`src/rtl/strip_mcu_reader.sv`:
```
// Reads a double-buffered 8-row strip bank back in 8x8 block order and streams the pixels
// with valid/ready. The buffer half is released as soon as its last read has been issued.
module strip_mcu_reader #(
  parameter int unsigned width_pix  = 320,
  parameter int unsigned height_pix = 240,
  parameter int unsigned num_ebr    = 5,
  parameter int unsigned ebr_size   = 512,
  localparam int unsigned sel_w     = (num_ebr > 1) ? $clog2(num_ebr) : 1,
  localparam int unsigned addr_w    = (ebr_size > 1) ? $clog2(ebr_size) : 1
) (
  input  logic                 clock,
  input  logic                 reset,
  input  logic                 strip_ready,
  input  logic                 strip_buffer,
  output logic [sel_w-1:0]     read_block_select,
  output logic                 read_buffer_select,
  output logic [addr_w-1:0]    read_addr,
  output logic                 read_en,
  input  logic [8*num_ebr-1:0] read_data,
  output logic [7:0]           pixel_out,
  output logic                 pixel_valid,
  input  logic                 pixel_ready,
  output logic                 start_of_block,
  output logic                 end_of_frame,
  output logic                 strip_done,
  output logic                 done_buffer,
  output logic                 overrun
);

  localparam int unsigned idx_w   = $clog2(width_pix * 8);
  localparam int unsigned blk_w   = (width_pix / 8 > 1) ? $clog2(width_pix / 8) : 1;
  localparam int unsigned strip_w = (height_pix / 8 > 1) ? $clog2(height_pix / 8) : 1;

  localparam logic [blk_w-1:0]   last_blk   = blk_w'(width_pix / 8 - 1);
  localparam logic [strip_w-1:0] last_strip = strip_w'(height_pix / 8 - 1);
  localparam logic [idx_w-1:0]   row_step   = idx_w'(width_pix - 7);
  // Two's-complement of 7*width_pix-1: steps back to row 0 of the next block.
  localparam logic [idx_w-1:0]   blk_step   = idx_w'(1 - 7 * int'(width_pix));

  localparam logic [0:0] StIdle = 1'b0;
  localparam logic [0:0] StRead = 1'b1;

  if ((width_pix % 8) != 0 || (height_pix % 8) != 0) begin : g_bad_dim
    $error("strip_mcu_reader: width_pix and height_pix must be multiples of 8");
  end
  if (width_pix * 8 > num_ebr * ebr_size) begin : g_bad_size
    $error("strip_mcu_reader: strip does not fit in one buffer half");
  end

  logic [0:0]         state_q, state_d;
  logic [2:0]         col_q, col_d, row_q, row_d;
  logic [blk_w-1:0]   blk_q, blk_d;
  logic [idx_w-1:0]   idx_q, idx_d;
  logic               buf_q, buf_d;
  logic               pend_q, pend_d, pend_buf_q, pend_buf_d;
  logic               overrun_q, overrun_d;
  logic [strip_w-1:0] strip_cnt_q, strip_cnt_d;
  logic               done_q, done_d, done_buf_q, done_buf_d;

  // One read in flight: EBR select and sideband flags ride along with read_en.
  logic               rd_vld_q;
  logic [sel_w-1:0]   rd_sel_q;
  logic               rd_sob_q, rd_eof_q;

  logic [9:0]         fifo_q [2];
  logic               rd_ptr_q, wr_ptr_q;
  logic [1:0]         cnt_q;

  logic               last_read, issue, fifo_empty, push, pop;
  logic [2:0]         occ_next;
  logic [7:0]         rd_byte;
  logic [9:0]         in_entry, out_entry;
  logic [idx_w-1:0]   idx_hi;

  assign last_read  = (blk_q == last_blk) && (row_q == 3'd7) && (col_q == 3'd7);
  assign fifo_empty = (cnt_q == 2'd0);

  always_comb begin
    rd_byte = '0;
    for (int k = 0; k < int'(num_ebr); k++) begin
      if (rd_sel_q == sel_w'(k)) rd_byte = read_data[8*k +: 8];
    end
  end

  // Fall-through FIFO: an empty FIFO presents the returning read directly.
  assign in_entry    = {rd_eof_q, rd_sob_q, rd_byte};
  assign out_entry   = !fifo_empty ? fifo_q[rd_ptr_q] : (rd_vld_q ? in_entry : '0);
  assign pixel_valid = !fifo_empty || rd_vld_q;
  assign pop         = pixel_valid && pixel_ready;
  assign push        = rd_vld_q && !(fifo_empty && pixel_ready);
  assign occ_next    = {1'b0, cnt_q} + {2'b00, rd_vld_q} - {2'b00, pop};
  assign issue       = (state_q == StRead) && (occ_next < 3'd2);

  assign idx_hi             = idx_q >> addr_w;
  assign read_block_select  = sel_w'(idx_hi);
  assign read_addr          = addr_w'(idx_q);
  assign read_buffer_select = buf_q;
  assign read_en            = issue;

  assign pixel_out      = out_entry[7:0];
  assign start_of_block = out_entry[8];
  assign end_of_frame   = out_entry[9];
  assign strip_done     = done_q;
  assign done_buffer    = done_buf_q;
  assign overrun        = overrun_q;

  always_comb begin
    state_d     = state_q;
    buf_d       = buf_q;
    pend_d      = pend_q;
    pend_buf_d  = pend_buf_q;
    overrun_d   = overrun_q;
    col_d       = col_q;
    row_d       = row_q;
    blk_d       = blk_q;
    idx_d       = idx_q;
    strip_cnt_d = strip_cnt_q;
    done_d      = 1'b0;
    done_buf_d  = done_buf_q;
    unique case (state_q)
      StIdle: begin
        if (pend_q) begin
          state_d = StRead;
          buf_d   = pend_buf_q;
          pend_d  = strip_ready;
          if (strip_ready) pend_buf_d = strip_buffer;
        end else if (strip_ready) begin
          state_d = StRead;
          buf_d   = strip_buffer;
        end
      end
      StRead: begin
        if (strip_ready) begin
          if (pend_q) begin
            overrun_d = 1'b1;
          end else begin
            pend_d     = 1'b1;
            pend_buf_d = strip_buffer;
          end
        end
        if (issue) begin
          if (last_read) begin
            col_d       = '0;
            row_d       = '0;
            blk_d       = '0;
            idx_d       = '0;
            state_d     = StIdle;
            done_d      = 1'b1;
            done_buf_d  = buf_q;
            strip_cnt_d = (strip_cnt_q == last_strip) ? '0 : strip_cnt_q + 1'b1;
          end else if (col_q != 3'd7) begin
            col_d = col_q + 3'd1;
            idx_d = idx_q + idx_w'(1);
          end else if (row_q != 3'd7) begin
            col_d = '0;
            row_d = row_q + 3'd1;
            idx_d = idx_q + row_step;
          end else begin
            col_d = '0;
            row_d = '0;
            blk_d = blk_q + 1'b1;
            idx_d = idx_q + blk_step;
          end
        end
      end
      default: state_d = StIdle;
    endcase
  end

  always_ff @(posedge clock or posedge reset) begin
    if (reset) begin
      state_q     <= StIdle;
      buf_q       <= 1'b0;
      pend_q      <= 1'b0;
      pend_buf_q  <= 1'b0;
      overrun_q   <= 1'b0;
      col_q       <= '0;
      row_q       <= '0;
      blk_q       <= '0;
      idx_q       <= '0;
      strip_cnt_q <= '0;
      done_q      <= 1'b0;
      done_buf_q  <= 1'b0;
    end else begin
      state_q     <= state_d;
      buf_q       <= buf_d;
      pend_q      <= pend_d;
      pend_buf_q  <= pend_buf_d;
      overrun_q   <= overrun_d;
      col_q       <= col_d;
      row_q       <= row_d;
      blk_q       <= blk_d;
      idx_q       <= idx_d;
      strip_cnt_q <= strip_cnt_d;
      done_q      <= done_d;
      done_buf_q  <= done_buf_d;
    end
  end

  always_ff @(posedge clock or posedge reset) begin
    if (reset) begin
      rd_vld_q  <= 1'b0;
      rd_sel_q  <= '0;
      rd_sob_q  <= 1'b0;
      rd_eof_q  <= 1'b0;
      fifo_q[0] <= '0;
      fifo_q[1] <= '0;
      rd_ptr_q  <= 1'b0;
      wr_ptr_q  <= 1'b0;
      cnt_q     <= '0;
    end else begin
      rd_vld_q <= issue;
      if (issue) begin
        rd_sel_q <= read_block_select;
        rd_sob_q <= (row_q == 3'd0) && (col_q == 3'd0);
        rd_eof_q <= last_read && (strip_cnt_q == last_strip);
      end
      if (push) begin
        fifo_q[wr_ptr_q] <= in_entry;
        wr_ptr_q         <= ~wr_ptr_q;
      end
      if (pop && !fifo_empty) rd_ptr_q <= ~rd_ptr_q;
      cnt_q <= cnt_q + {1'b0, push} - {1'b0, pop && !fifo_empty};
    end
  end

endmodule

```
`config.mk`:
```
export PLATFORM = sky130hd
export DESIGN_NAME = strip_mcu_reader
export DESIGN_NICKNAME = d
export VERILOG_FILES = /design/src/rtl/strip_mcu_reader.sv
export SDC_FILE = /design/constraint.sdc
export NUM_CORES = 1
export LEC_CHECK = 0
export BUFFER_PORTS_ARGS = -buffer_cell sky130_fd_sc_hd__buf_4
export CAP_MARGIN = 20
export CORE_MARGIN = 5
export CORE_UTILIZATION = 35
export DETAILED_ROUTE_END_ITERATION = 10
export PLACE_DENSITY = 0.6
export SYNTH_ARGS = -nofsm -noshare
export SYNTH_HDL_FRONTEND = slang
export SYNTH_SLANG_ARGS = --single-unit
export TNS_END_PERCENT = 1
```
`constraint.sdc`:
```
create_clock -name clock -period 8.9 [get_ports clock]
set_input_delay 1.335 -clock clock [delete_from_list [all_inputs] [get_ports clock]]
set_output_delay 1.335 -clock clock [all_outputs]
set_load 0.01 [all_outputs]
```
; ---- Word-level counts from Yosys, hierarchy flattened
; Index checks and enable logic that the tools add are counted.
[op_classes]
n_addsub = 11
n_lt_le_gt_ge = 4
eq_ne = 16
mux = 42
bitwise = 5
n_reduce_logical = 25
[op_table]
columns = op, count
row1 = two-way mux 10 bit, 6
row2 = two-way mux 8 bit, 5
row3 = two-way mux 12 bit, 3
row4 = bitwise mux 20 bit, 1
row5 = two-way mux 6 bit, 3
row6 = two-way mux 3 bit, 5
row7 = two-way mux 1 bit, 14
row8 = adder 12 x 1 -> 12 bit (second input constant), 1
row9 = adder 12 x 11 -> 12 bit (second input constant), 1
row10 = adder 12 x 9 -> 12 bit (second input constant), 1
row11 = != test 2 bit (second input constant), 6
row12 = demux 10 bit (select 1 bit), 1
row13 = logical AND 1 bit, 10
row14 = equality test 3 bit (second input constant), 3
row15 = zero test 3 bit, 3
row16 = AND reduction 3 bit, 3
row17 = AND reduction 4 bit, 2
row18 = adder 3 x 1 -> 3 bit (second input constant), 2
row19 = adder 6 x 1 -> 6 bit (second input constant), 1
row20 = equality test 3 x 2 -> 1 bit (second input constant), 2
row21 = equality test 6 bit (second input constant), 1
row22 = != test 3 bit (second input constant), 2
row23 = case mux 1 bit (2 select lines), 3
row24 = adder 5 x 1 -> 5 bit (second input constant), 1
row25 = other kinds (17), 23
[word_totals]
register_bits = 66
in_bits = 45
output_inout_bits = 28
word_cells = 124

; ---- Longest topological paths before layout
; Gate-level depths: netlist of run 1.
[depth]
ltp_word = 9
depth_mapped = 13

; ---- Least setup slack after synthesis of run 1
; No wires, ideal clock.
[synth_path]
path_type = input to output
from = input port pixel_ready
to = output port read_en
t_arrival_ns = 3.044
t_required_ns = 7.565
slack_ns = 4.521
cell_stages = 8
n_path_buf = 1
path_cell_list = and2_1 -> ha_1 -> nand2b_1 -> fa_1 -> xnor2_1 -> nand3_2 -> inv_2 -> clkbuf_1
[synth_via]
elab_chain_len = 4
[synth_lines]
columns = element, line_no
row1 = from (decl), 22  ; input logic pixel_ready,
row2 = logical AND 1 bit, 89  ; assign pop = pixel_valid && pixel_ready;
row3 = subtractor 3 x 1 -> 3 bit, 91  ; assign occ_next = {1'b0, cnt_q} + {2'b00, rd_vld_q} - {2'b00, pop};
row4 = less-than comparator 3 x 2 -> 1 bit, 92  ; assign issue = (state_q == StRead) && (occ_next < 3'd2);
row5 = logical AND 1 bit, 92
row6 = to (decl), 18  ; output logic read_en,
; No other way between the ends.

; ---- Worst setup path after layout of run 1
; Same ends and word-level chain as after synthesis.

==> results_dict.tcl, run 1 <==
set metrics [dict create \
    rows 38 \
    required_ns 7.57 \
    max_slew_margin_pct 32.04 \
    cap_viol_max_count 0 \
    yosys.cell_types.count 61 \
    netlist_instances 387 \
    ant_nets 0 \
    dr.pass1.iters 4 \
    crit_top_cell "buf_4" \
    synthDominantCellAreaShare_pct 43.04 \
    path_class "input port to output pin" \
    io_pins 73 \
    cts-root-buf "clkbuf_8" \
    clk_latency_ns 0.34 \
    rsz0062_at_grt "no" \
    timing.critical_path.from "pixel_ready" \
    crit_arrival_ns 3.57 \
    cp_max_fo 19 \
    yosys_warnings 0 \
    reg2reg_depth 11 \
    wire_per_inst_um 15.62 \
    skew_ns 0.007380 \
    grt_overflow 0 \
    port_buffers 72 \
    holdBufCountCts 0 \
    hold_class "register to register" \
    ys.flop_type "dfrtp_1" \
    r2r_slack_ns 5.08 \
    met3_wirelength_um 376 \
    route.met2.wl_um 4549 \
    cts_max_level 3 \
    reg2reg_to "blk_q[4]$_DFFE_PP0P_" \
    grt_pass1_wl_um 15770 \
    drv_slew 0 \
    vias_per_cell 5.217 \
    initial_utilization_pct 35.56 \
    synth_top_area_cell "dfrtp_1" \
    worst_pin_slew_ns 1.016 \
    grt_start_max_net_pins 67 \
    cts_max_path_buffers 2 \
    hold_violations 0 \
    synth_enable_flop_cells 0 \
    gp_congestion 0.8412 \
    critPathSlowestCell "inv_2" \
    antenna_found_initial 0 \
    synth_area_um2 3837 \
    synthTopCellsByArea "dfrtp_1 43%, ha_1 5.9%, nand2_1 5.0%" \
    drcViolationCount 0 \
    avgSynthCellArea_um2 9.916 \
    ys_ff_latch 66 \
    min_from "overrun$_DFFE_PP0P_" \
    synth.net_count 451 \
    endpoint_kind "output pin" \
    worstSetupEndpoint "read_en" \
    fin_setup_tns_ns 0 \
    met1_length_um 4273 \
    grt_pass1_vias 3144 \
    fp.dieH_um 114.7 \
    numCtsBuffers 9 \
    gr-usage-all-layers_pct 14.74 \
    cts_resized 0 \
    synthToLayoutAreaGrowth_pct 21.81 \
    final_common_cell "buf_4" \
    final_cell_mix "73 x buf_4, 66 x dfrtp_1, 51 x nand2_1" \
    max_stage_delay_ns 0.41 \
    die_w_um 114.7 \
    fin_ws_ns 3.994 \
    yosysSeqAreaShare_pct 43.04 \
    cts_setup_buffers 0 \
    nets 515 \
    vias 3104 \
    dieArea_um2 13160 \
    drive_gt1_share_pct 25.49 \
    period_share_pct 55.12 \
    core_region_area_um2 10790 \
    pre_cts_slack_ns 3.965 \
    dp_hpwl_um 6686 \
    crit_path_start_kind "input port" \
    clk_pin_slew_ns 0.08 \
    topRoutingLayerUsed "met4" \
    cts.sinks 66 \
    p_per_area_nw_per_um2 301.2 \
    drtIter0Drc 185 \
    wl_um 9294 \
    timing.fmax_mhz 203.8 \
    tritoncts "built" \
    setup_viol 0 \
    r2r_start "rd_vld_q$_DFF_PP0_" \
    crit_path_cell_trace "buf_4 -> and2_1 -> ha_1 -> nand2b_1 -> fa_1 -> xnor2_1 -> nand3_2 -> inv_2 -> buf_4" \
    diodes 0 \
    cellLeakagePower_nw 2.194 \
    vdd_drop_max_v 0.0001579 \
    async_flop_share_pct 100.0 \
    status "finished, final reports clean" \
    min_period_ns 4.906 \
]
per-stage QoR:
step                      instances  cell area (um2)  hold WS (ns)  utilization (%)  total power [mW]
final                           595             4674        0.4771            43.31             1.408
after global routing            595             4674        0.4972            43.31             1.529
after CTS                       595             4674        0.4791            43.31             1.427
after detailed placement        580             4458        0.4639            41.31             1.139
after global placement          580             4458        0.4550            41.31             1.122
after floorplan                 387             3837        0.4366                -            0.9149
report_power, final:
group | leakage (nW) | switching (mW) | internal [mW] | total, mW
combinational | 1.26 | 0.363 | 0.275 | 0.638
sequential | 0.823 | 0.102 | 0.389 | 0.491
clock | 0.112 | 0.115 | 0.163 | 0.279
total | 2.19 | 0.581 | 0.827 | 1.41
worst min path at each step:
stage | endpoint | slack, ns | cells past startpoint
after global routing | strip_cnt_q[4]$_DFFE_PP0P_ | 0.50 | 1
after CTS | strip_cnt_q[4]$_DFFE_PP0P_ | 0.48 | 1
final | overrun$_DFFE_PP0P_ | 0.48 | 1
after detailed placement | strip_cnt_q[4]$_DFFE_PP0P_ | 0.46 | 1
after global placement | strip_cnt_q[4]$_DFFE_PP0P_ | 0.46 | 1
after floorplan | strip_cnt_q[4]$_DFFE_PP0P_ | 0.44 | 1
synthesized netlist by cell type, types with 6 or more instances:
| library cell | instances |
|---|---|
| clkbuf_1 | 6 |
| xnor2_1 | 7 |
| nand3_1 | 8 |
| buf_2 | 10 |
| a21oi_1 | 15 |
| inv_1 | 13 |
| ha_1 | 18 |
| o21ai_0 | 33 |
| o22ai_1 | 10 |
| mux4_2 | 8 |
| a22oi_1 | 9 |
| nand2_1 | 51 |
| o21ai_1 | 9 |
| nor2_1 | 18 |
| dfrtp_1 | 66 |
| nand4_1 | 6 |
| mux2i_1 | 13 |
sequential cells by signal (all words and copies together), names as in the netlist:
| signal | flops |
|---|---|
| read_buffer_select | 1 |
| row_q | 3 |
| cnt_q | 2 |
| rd_eof_q | 1 |
| wr_ptr_q | 1 |
| strip_done | 1 |
| done_buffer | 1 |
| rd_ptr_q | 1 |
| state_q | 1 |
| overrun | 1 |
| pend_buf_q | 1 |
| fifo_q | 20 |
| blk_q | 6 |
| rd_vld_q | 1 |
| idx_q | 12 |
| rd_sel_q | 3 |
| strip_cnt_q | 5 |
| rd_sob_q | 1 |
| pend_q | 1 |
| col_q | 3 |
critical path, delay by kind of cell:
family / cells / cell delay (ns)
and+or+nand+nor: 3 / 0.67
adders and majority gates: 2 / 0.64
xor gates and xnor gates: 1 / 0.20
buffers and inverters: 3 / 0.72
layer usage:
layer,up-vias,GRT usage [%]
met1,1507,20.07
li1,1533,-
met2,55,23.63
met5,-,0
met4,0,3.756
met3,9,3.647
cells by family after synthesis:
family,Yosys count,synth area share (%)
compound gates,105,17.54
xor+xnor,11,2.511
fa+ha+maj,20,6.652
buf+inv,36,4.239
flops,66,43.04
mux,26,9.553
simple gates,123,16.47
final cells by class:
type / instances / area [um2]
clock buffer: 10 / 137.6
clock inverter: 5 / 78.83
fill: 1047 / 6118
inverter: 16 / 60.06
multi-input combinational: 285 / 2023
sequential: 66 / 1652
tap: 140 / 175.2
timing repair buffer: 73 / 548.0
Note: power is estimated with default switching activity, not from simulation.
==> run 2, diff against run 1 <==
==> constraint.sdc (replaced) <==
create_clock -name clock -period 4.7 [get_ports clock]
set_input_delay 0.705 -clock clock [delete_from_list [all_inputs] [get_ports clock]]
set_output_delay 0.705 -clock clock [all_outputs]
set_load 0.01 [all_outputs]
==> results_dict.tcl, run 2 (synthesis gave the netlist of run 1 again) <==
set metrics [dict create \
    cts-root-buf "clkbuf_8" \
    dr.pass1.iters 4 \
    hold_slack_ns 0.4642 \
    drtIter0Drc 230 \
    p_per_area_nw_per_um2 553.9 \
    holdBufCountCts 0 \
    max_slew_margin_pct 52.69 \
    finalPower_mw 2.572 \
    path_class "register to output pin" \
    fp.dieH_um 114.7 \
    drive_gt1_share_pct 25.71 \
    dieArea_um2 13160 \
    register_area_um2 1652 \
    crit_path_start_kind "register" \
    rows 38 \
    worst_pin_slew_ns 0.7089 \
    regMostFlops "fifo_q" \
    drv_slew 0 \
    vdd_drop_max_v 0.0003065 \
    fin_util_pct 43.02 \
    die_w_um 114.7 \
    cts_resized 0 \
    grt_start_max_net_pins 36 \
    cts_max_path_buffers 2 \
    endpoint_kind "output pin" \
    synthToLayoutAreaGrowth_pct 21.00 \
    dp_hpwl_um 6709 \
    grt_pass1_wl_um 15330 \
    drcViolationCount 0 \
    cts_setup_buffers 0 \
    ant_nets 0 \
    final_cell_mix "76 x buf_4, 66 x dfrtp_1, 51 x nand2_1" \
    numCtsBuffers 9 \
    timing.critical_path.from "rd_vld_q$_DFF_PP0_" \
    hold_violations 0 \
    largest_register_ffs 20 \
    gp_congestion 0.8238 \
    cts.sinks 66 \
    largestRegisters "fifo_q (20), idx_q (12), blk_q (6)" \
    vias 3121 \
    vias_per_cell 5.210 \
    r2r_start "rd_vld_q$_DFF_PP0_" \
    cellLeakagePower_nw 2.180 \
    nets 518 \
    tritoncts "built" \
    clk_pin_slew_ns 0.07 \
    grt_overflow 0 \
    core_region_area_um2 10790 \
    final_common_cell "buf_4" \
    clk_latency_ns 0.35 \
    port_buffers 72 \
    period_share_pct 81.73 \
    rsz0062_at_grt "no" \
    gr-usage-all-layers_pct 14.46 \
    required_ns 3.99 \
    io_pins 73 \
    cts_max_level 3 \
    diodes 0 \
    setup_viol 0 \
    antenna_found_initial 0 \
    wl_um 9264 \
    hold_class "input port to asynchronous set/reset pin" \
    min_period_ns 3.841 \
    fillers 1053 \
    timing.fmax_mhz 260.3 \
    fin_setup_tns_ns 0 \
    cap_viol_max_count 0 \
    multi_input_area_um2 2023 \
    wire_per_inst_um 15.47 \
    grt_pass1_vias 3123 \
    status "finished, final reports clean" \
    crit_arrival_ns 3.14 \
    initial_utilization_pct 35.56 \
    cp_max_fo 19 \
    skew_ns 0.01230 \
]
==> run 2: cell count changes in the layout (fill, tap and decap cells not counted), sizes merged <==
cell	delta
clkinvlp	+1
clkinv	+1
clkbuf	+1
buf	+3
bufinv	-2
==> run 2: layout make-up <==
class | count | area share, %
inverter | 16 | 1.293
sequential | 66 | 35.57
clock buffer | 11 | 2.829
multi-input combinational | 285 | 43.57
clock inverter | 5 | 0.6737
tap | 140 | 3.773
timing repair buffer | 76 | 12.29
==> run 2: path summary, 6_finish.rpt <==
| path | slack, ns | cells after the start | endpoint |
|---|---|---|---|
| max in group asynchronous | 3.31 | 3 | rd_sel_q[1]$_DFFE_PP0N_ |
| hold reg to reg | 0.48 | 2 | fifo_q[7]$_DFFE_PP0P_ |
| min in group clock | 0.48 | 2 | fifo_q[7]$_DFFE_PP0P_ |
| setup / recovery | 0.86 | 10 | read_en |
| setup reg to reg | 1.14 | 12 | blk_q[4]$_DFFE_PP0P_ |
| hold / removal | 0.46 | 2 | done_buffer$_DFFE_PP0P_ |
==> run 2: report_power, final <==
group          total, mW  switching, mW  leakage [nW]  internal (mW)
clock              0.413          0.223        0.0831          0.190
combinational       1.23          0.686          1.27          0.541
sequential         0.932          0.196         0.823          0.736
total               2.57           1.11          2.18           1.47
==> run 2: layer usage <==
layer	global-route usage [%]	vias to the layer above	share of wire, %
met4	2.973	0	0.89
met1	19.32	1525	46
met3	4.493	8	4.0
met2	23.32	51	49
met5	0	-	0
li1	-	1537	-
==> run 2: stage by stage <==
| step | setup WS, ns | instance area [um2] | cells |
|---|---|---|---|
| 6_report | 0.8585 | 4643 | 599 |
| 5_1_grt | 0.6292 | 4643 | 599 |
| 4_1_cts | 0.8110 | 4643 | 599 |
| 3_5_place_dp | 1.131 | 4481 | 583 |
| 3_3_place_gp | 1.204 | 4481 | 583 |
| 2_1_floorplan | 1.381 | 3837 | 387 |
==> run 2: worst max-delay path, cell delays in order, from the launching register on <==
cell,delay (ns)
dfrtp_1,0.46
or3_1,0.41
and2_1,0.18
ha_1,0.26
nand2b_1,0.15
fa_1,0.38
xnor2_1,0.19
nand3_2,0.08
buf_4,0.21
inv_2,0.27
buf_4,0.19
